### src/rtl/count_uart_tx_pkg.sv
// Shared types and constants for the counter-snapshot UART transmitter.
package count_uart_tx_pkg;

  localparam int   DATA_BITS  = 8;
  localparam int   BIT_IDX_W  = $clog2(DATA_BITS);
  localparam logic IDLE_LEVEL = 1'b1;

  typedef enum logic [2:0] {
    ST_IDLE,
    ST_START,
    ST_DATA,
    ST_PARITY,
    ST_STOP
  } uart_state_e;

  // Even parity: the parity bit makes the total count of ones even.
  function automatic logic even_parity(input logic [DATA_BITS-1:0] d);
    return ^d;
  endfunction

endpackage

### src/rtl/count_uart_tx_baud_tick_gen.sv
// Bit-period timer: counts 0..CLKS_PER_BIT-1 and pulses o_tick on the terminal count.
module baud_tick_gen #(
  parameter int CLKS_PER_BIT = 16
) (
  input  logic clk,
  input  logic rst_n,
  input  logic i_en,
  input  logic i_clear,
  output logic o_tick
);

  localparam int CNT_W = (CLKS_PER_BIT > 1) ? $clog2(CLKS_PER_BIT) : 1;
  localparam logic [CNT_W-1:0] TERMINAL = CNT_W'(CLKS_PER_BIT - 1);

  logic [CNT_W-1:0] r_cnt;

  assign o_tick = i_en & ~i_clear & (r_cnt == TERMINAL);

  // NOTE: sequential state uses non-blocking assignments so every flop samples pre-edge values.
  always_ff @(posedge clk or negedge rst_n) begin
    if (!rst_n) begin
      r_cnt <= '0;
    end else if (i_clear) begin
      r_cnt <= '0;
    end else if (i_en) begin
      r_cnt <= o_tick ? '0 : r_cnt + CNT_W'(1);
    end
  end

endmodule

### src/rtl/count_uart_tx.sv
// Captures an 8-bit counter snapshot (handshake or on change) and sends it as a UART frame.
module count_uart_tx
  import count_uart_tx_pkg::*;
#(
  parameter int CLKS_PER_BIT = 16,
  parameter bit PARITY_EN    = 1'b0
) (
  input  logic                 clk,
  input  logic                 rst_n,
  input  logic                 ena,
  input  logic [DATA_BITS-1:0] value_in,
  input  logic                 value_valid,
  output logic                 value_ready,
  input  logic                 auto_en,
  output logic                 tx_out,
  output logic                 busy,
  output logic [7:0]           frames_sent
);

  localparam logic [BIT_IDX_W-1:0] LAST_BIT = BIT_IDX_W'(DATA_BITS - 1);

  uart_state_e          r_state;
  logic [DATA_BITS-1:0] r_shift;
  logic [BIT_IDX_W-1:0] r_bit_idx;
  logic                 r_parity;
  logic [DATA_BITS-1:0] r_last_sent;
  logic                 r_tx;
  logic                 r_busy;
  logic [7:0]           r_frames;

  uart_state_e          w_state_next;
  logic [DATA_BITS-1:0] w_shift_next;
  logic [BIT_IDX_W-1:0] w_bit_idx_next;
  logic                 w_parity_next;
  logic                 w_tx_next;
  logic [7:0]           w_frames_next;
  logic                 w_tick;
  logic                 w_capture;
  logic                 w_idle;

  assign w_idle = (r_state == ST_IDLE);

  // The timer is held at zero while idle so START always gets a full bit period.
  baud_tick_gen #(
    .CLKS_PER_BIT(CLKS_PER_BIT)
  ) u_baud (
    .clk    (clk),
    .rst_n  (rst_n),
    .i_en   (ena),
    .i_clear(w_idle),
    .o_tick (w_tick)
  );

  assign value_ready = ~r_busy & ena;
  assign w_capture   = w_idle & ((value_valid & value_ready) |
                                 (auto_en & ena & (value_in != r_last_sent)));

  // NOTE: every next-state signal gets its hold value first, so no path can infer a latch.
  always_comb begin
    w_state_next   = r_state;
    w_shift_next   = r_shift;
    w_bit_idx_next = r_bit_idx;
    w_parity_next  = r_parity;
    w_frames_next  = r_frames;

    case (r_state)
      ST_IDLE: begin
        if (w_capture) begin
          w_state_next   = ST_START;
          w_shift_next   = value_in;
          w_bit_idx_next = '0;
          w_parity_next  = even_parity(value_in);
        end
      end
      ST_START: begin
        if (w_tick) w_state_next = ST_DATA;
      end
      ST_DATA: begin
        if (w_tick) begin
          if (r_bit_idx == LAST_BIT) begin
            w_state_next = PARITY_EN ? ST_PARITY : ST_STOP;
          end else begin
            w_bit_idx_next = r_bit_idx + BIT_IDX_W'(1);
            w_shift_next   = r_shift >> 1;
          end
        end
      end
      ST_PARITY: begin
        if (w_tick) w_state_next = ST_STOP;
      end
      ST_STOP: begin
        if (w_tick) begin
          w_state_next  = ST_IDLE;
          w_frames_next = r_frames + 8'd1;
        end
      end
      default: w_state_next = ST_IDLE;
    endcase

    // Line level is derived from the upcoming state so tx_out leaves a flop.
    case (w_state_next)
      ST_START:  w_tx_next = 1'b0;
      ST_DATA:   w_tx_next = w_shift_next[0];
      ST_PARITY: w_tx_next = w_parity_next;
      default:   w_tx_next = IDLE_LEVEL;
    endcase
  end

  always_ff @(posedge clk or negedge rst_n) begin
    if (!rst_n) begin
      r_state     <= ST_IDLE;
      r_shift     <= '0;
      r_bit_idx   <= '0;
      r_parity    <= 1'b0;
      r_last_sent <= '0;
      r_tx        <= IDLE_LEVEL;
      r_busy      <= 1'b0;
      r_frames    <= '0;
    end else if (ena) begin
      r_state   <= w_state_next;
      r_shift   <= w_shift_next;
      r_bit_idx <= w_bit_idx_next;
      r_parity  <= w_parity_next;
      r_tx      <= w_tx_next;
      r_busy    <= (w_state_next != ST_IDLE);
      r_frames  <= w_frames_next;
      if (w_capture) r_last_sent <= value_in;
    end
  end

  assign tx_out      = r_tx;
  assign busy        = r_busy;
  assign frames_sent = r_frames;

endmodule
### config.mk
export PLATFORM = sky130hd
export DESIGN_NAME = count_uart_tx
export DESIGN_NICKNAME = d
export VERILOG_FILES = /design/src/rtl/count_uart_tx_pkg.sv /design/src/rtl/count_uart_tx_baud_tick_gen.sv /design/src/rtl/count_uart_tx.sv
export SDC_FILE = /design/constraint.sdc
export NUM_CORES = 1
export LEC_CHECK = 0
export ABC_AREA = 1
export CAP_MARGIN = 20
export CORE_AREA = 3 3 65 67
export CTS_CLUSTER_SIZE = 40
export DETAILED_ROUTE_END_ITERATION = 12
export DIE_AREA = 0 0 68 70
export PLACE_DENSITY = 0.83
export SYNTH_ARGS = -nofsm -noshare
export SYNTH_HDL_FRONTEND = slang
export SYNTH_SLANG_ARGS = --single-unit
export TNS_END_PERCENT = 50
### constraint.sdc
create_clock -name clk -period 1.9 [get_ports clk]
set_input_delay 0.38 -clock clk [delete_from_list [all_inputs] [get_ports clk]]
set_output_delay 0.38 -clock clk [all_outputs]
set_load 0.03 [all_outputs]
Word-level counts from Yosys, hierarchy flattened
Index checks and enable logic that the tools add are counted.
Widths: inputs -> output; s select.

word-level totals
  memories kept = 0
  output and inout bits = 11
  register bits after elaboration = 37
  input port bits = 13
  bits in writable memories = 0
  word-level logic and storage cells = 65
  latch bits = 0
  ROM bits = 0

cells by class
  eq/ne operators = 13
  reductions and logical operators = 8
  bitwise operators = 10
  $add $sub $neg = 3
  mux-type cells = 21
  divide/modulo/power cells = 0
  shift-type cells = 0
  order comparisons = 0
  multiply operators = 0

operator list
  kind                 number
  $mux 3               9
  $mux 8               3
  $pmux 8 s2           1
  $pmux 3 s5           1
  $eq 3x2->1 const B   4
  $mux 4               3
  $add 8x1->8 const B  1
  $ne 8x8->1           1
  $reduce_xor 8->1     1
  $and 1x1->1          7
  $eq 3x1->1 const B   2
  $eq 3x3->1 const B   2
  $pmux 3 s2           1
  $reduce_and 5->1     1
  $add 4x1->4 const B  1
  $eq 4x4->1 const B   1
  $ne 2x2->1 const B   2
  $reduce_bool 2->1    2
  $add 3x1->3 const B  1
  $logic_not 3->1      1
  $pmux 1 s3           1
  $reduce_and 3->1     1
  $reduce_bool 3->1    1
  $mux 1               2
  4 further kinds      5

Longest topological paths before layout
  word-level depth = 9
  mapped depth = 16

By module
A second synthesis with hierarchy kept.

second synthesis, totals
  cell total of the unflattened synthesis = 256
  area total of the unflattened synthesis = 2,078.2 sq um

by module, submodules not included
  module         cells each  area each (sq um)  sequential area each (sq um)  times used
  count_uart_tx  230         1,848.0            827.0                         1
  baud_tick_gen  26          230.2              100.1                         1

Worst setup path before layout
OpenSTA, ideal clock, no wires.

  path kind = register -> register
  start = register r_busy, in the netlist busy
  end = register r_tx, in the netlist tx_out
  period minus slack after synthesis = 1,809 ps
  cell stages (with the launch flop) = 10
  setup time = 58 ps
  arrival = 1,751 ps
  path slack = 91 ps
  required time = 1,842 ps
  path through = dfrtp_1 -> nor2_1 -> nand2_1 -> nand2_1 -> nand2_2 -> o21ai_0 -> nand2_1 -> nand3_1 -> nand2_1 -> inv_1

on the way
  word-level cells in the longest chain between the ends = 9
  elaborated cells on any way between the ends = 15

RTL lines
  element                                   RTL line              text
  start: declaration                        count_uart_tx.sv:28   logic r_busy;
  start signal: assignment                  count_uart_tx.sv:125  r_busy <= (w_state_next != ST_IDLE);
  $not 1->1 *                               count_uart_tx.sv:54   assign value_ready = ~r_busy & ena;
  $and 1x1->1 *                             count_uart_tx.sv:54
  net value_ready                           count_uart_tx.sv:13   output logic value_ready,
  $and 1x1->1 *                             count_uart_tx.sv:55   assign w_capture = w_idle & ((value_valid & value_ready) |
  $or 1x1->1 *                              count_uart_tx.sv:55
  $and 1x1->1 *                             count_uart_tx.sv:55
  $mux 3                                    count_uart_tx.sv:68   if (w_capture) begin
  $pmux 3 s5                                count_uart_tx.sv:66   case (r_state)
  $eq 3x2->1 or $eq 3x1->1 (tied branches)  count_uart_tx.sv:101  case (w_state_next)
  $pmux 1 s3 *                              count_uart_tx.sv:101
  end signal: assignment                    count_uart_tx.sv:124  r_tx <= w_tx_next;
  end: declaration                          count_uart_tx.sv:27   logic r_tx;

The timed path passes the listed nets; every way through them passes the cells marked *. The select of a mux whose other input is x is not followed.
A chain may end at the register's enable or synchronous reset.

Worst setup path after layout
  start = register r_tx, in the netlist tx_out
  end = output port tx_out

RTL lines
  element           RTL line             text
  end: declaration  count_uart_tx.sv:15  output logic tx_out,

No word-level cell between the ends.

==> results_dict.tcl <==
set metrics [dict create \
    via_count 1632 \
    max_slew_margin_pct 69.2 \
    fillCellCount 302 \
    synth-simple-area-share_pct 29.3 \
    die-area_mm2 0.00476 \
    ant_nets 0 \
    worstSetupPathType "reg -> out" \
    ctsResizeCount 0 \
    final_cells 329 \
    htree_num_levels 2 \
    synth-edff-count 0 \
    fin_ws_ps 27.7 \
    clockBufferDepth 2 \
    crit_chain "clkdlybuf4s50_1" \
    cts_tree "built" \
    critical_path.max_stage_delay_ps 660 \
    postSynthAreaPerCell_um2 8.57 \
    clock_sinks 37 \
    seq_area_um2 927 \
    synth_compound_area_share_pct 6.15 \
    core_mm2 0.00369 \
    synth_largest_area_cell "dfrtp_1" \
    period_share_pct 98.5 \
    antenna_found_initial 0 \
    area_growth_pct 29.9 \
    finalClockSkew_ps 13.6 \
    grt_max_degree 38 \
    gp_congestion 0.804 \
    synth_xor_xnor_area_share_pct 8.44 \
    synth_top_family_by_area "simple AND/OR/NAND/NOR gates" \
    hp-class "in -> async" \
    insertion_delay_ps 300 \
    drive_gt1_share_pct 19.2 \
    synthMuxAreaShare_pct 0.571 \
    required_ps 1520 \
    dp_cells 320 \
    fin_area_mm2 0.00256 \
    clk_pin_slew_ps 80 \
    drcViolationCount 0 \
    place_hpwl_mm 2.99 \
    initial_utilization_pct 53.5 \
    critical_path.endpoint_type "output port" \
    yosysTopAreaCellShare_pct 45.7 \
    path_delay_family "buffers and inverters" \
    die_h_um 70 \
    tightest_slew_ps 462 \
    cap_violations 0 \
    synthCells 230 \
    cts_root_buf "clkbuf_8" \
    hold_violations 0 \
    async_flop_share_pct 100 \
    setup_viol 0 \
    cts_setup_buffers 0 \
    crit_path_max_fanout 2 \
    synth_seq_cells 37 \
    synthTopCellsByArea "dfrtp_1 (46%), nand2_1 (14%), xnor2_1 (6.2%)" \
    portBuffers 23 \
    cts_buffers 5 \
    grt_pass1_wl_mm 6.76 \
    post_dp_cell_area_mm2 0.00240 \
    final_max_slew_viol_count 0 \
    cts_hold_buf 0 \
    synth.yosys.seq_area_share_pct 47.0 \
    critPathLaunch "tx_out" \
    power_density_mw_per_mm2 998 \
    syn_area_mm2 0.00197 \
    std_cell_rows 22 \
    diodes 0 \
    cp_num_buf_inv 1 \
    outcome "finished, final reports clean" \
    drt_wl_total_mm 4.12 \
    leakage_nw 1.31 \
    nets 297 \
    grt_pass1_vias 1542 \
    vias_per_cell 4.96 \
    grt_usage_pct 18.5 \
    worst_path_max_delay_cell "clkdlybuf4s50_1" \
    dr.pass1.iters 4 \
    period_needed_ps 1870 \
    drtIter0Drc 78 \
    grt-ovfl-total 0 \
    synth_warnings 0 \
    worst_r2r_startpoint "u_baud.r_cnt[0]" \
    grt_setup_unrepaired "yes" \
    fmax_mhz 534 \
    multi_input_area_um2 941 \
    worstSetupStartpointType "register" \
    die_x_um 68 \
    irDropWorstVdd_uv 708 \
    dp_slack_ps -184 \
    synth_fp_nets 247 \
    io_pins 24 \
    routedWlPerCell_um 12.5 \
    synth_commonest_cells "nand2_1 (72), dfrtp_1 (36), inv_1 (24), nand3_1 (20), xnor2_1 (14)" \
    synthMostInstantiatedCell "nand2_1" \
    worstPathArrival_ps 1490 \
    yosysUniqueCellTypes 31 \
    synth_fa_ha_area_share_pct 2.54 \
    ys.flop_type "dfrtp_1" \
]
[cell type report]
class,count,share of cell area [%]
Multi-Input combinational cell,164,36.7
Sequential cell,37,36.2
Timing Repair Buffer,45,15.2
Inverter,26,3.96
Clock buffer,5,2.69
Clock inverter,3,2.54
Tap cell,48,2.34
Timing Repair inverter,1,0.293
[metal layers]
metal	global-route usage [%]	vias up	share of wire, %
met4	5.52	0	2.1
met5	0	-	0
met2	29.8	34	51
met3	6.43	9	4.5
li1	-	835	-
met1	23.1	754	42
[cells by family (layout without fill, tap and decap cells)]
group	after synthesis	after routing
multiplexers	1	1
AO/OA/AOI/OAI	21	21
buffers and inverters	29	80
adder cells (fa/ha/maj)	4	4
AND/OR/NAND/NOR	119	119
flip-flops	37	37
XOR/XNOR	19	19
[where the power goes]
part / total, mW / internal (mW) / leakage (nW) / switching, mW
registers: 1.13 / 0.987 / 0.479 / 0.142
clock network: 0.816 / 0.522 / 0.0681 / 0.294
logic: 0.611 / 0.272 / 0.759 / 0.339
[state kept, by name (all words and copies together), names as in the netlist]
signal,flops
frames_sent,8
r_state,3
tx_out,1
r_bit_idx,3
r_shift,8
r_parity,1
busy,1
u_baud.r_cnt,4
r_last_sent,8
[through the flow]
| step | hold slack [ps] | power, mW | TNS, ps | utilization, % |
|---|---|---|---|---|
| floorplan | 84.4 | 1.51 | 0 | - |
| global placement | 445 | 1.70 | -1650 | 65.0 |
| detailed placement | 450 | 1.73 | -2990 | 65.0 |
| CTS | 123 | 2.56 | 0 | 68.7 |
| global route | 138 | 2.70 | -39.3 | 69.4 |
| finish | 108 | 2.56 | 0 | 69.4 |
[cell usage in the layout (no fill, tap or decap), types with 2 or more instances in the layout]
cell type,Yosys,layout
bufinv_16,0,2
nand4_1,2,2
nor2_1,8,7
or2_2,2,2
nand2_4,3,4
inv_1,24,23
clkinvlp_4,0,2
nand2_1,72,72
nor3_1,3,3
o211ai_1,2,2
buf_4,0,23
xnor2_1,14,14
clkbuf_8,0,5
a31oi_1,2,2
a21oi_1,2,2
xor2_1,5,5
o21ai_0,12,12
inv_2,2,2
ha_1,4,3
nor2_8,2,2
nand3_1,20,19
dfrtp_1,36,36
clkdlybuf4s50_1,0,20
[final timing paths]
path	to	slack (ps)	cells after the start
min in group clk	frames_sent[7]	470	1
max in group asynchronous	tx_out	1450	2
setup / recovery	tx_out	30	1
hold reg to reg	frames_sent[7]	470	1
setup reg to reg	tx_out	160	13
hold / removal	u_baud.r_cnt[3]	110	2
No activity file was read; power rests on OpenSTA's default activity.
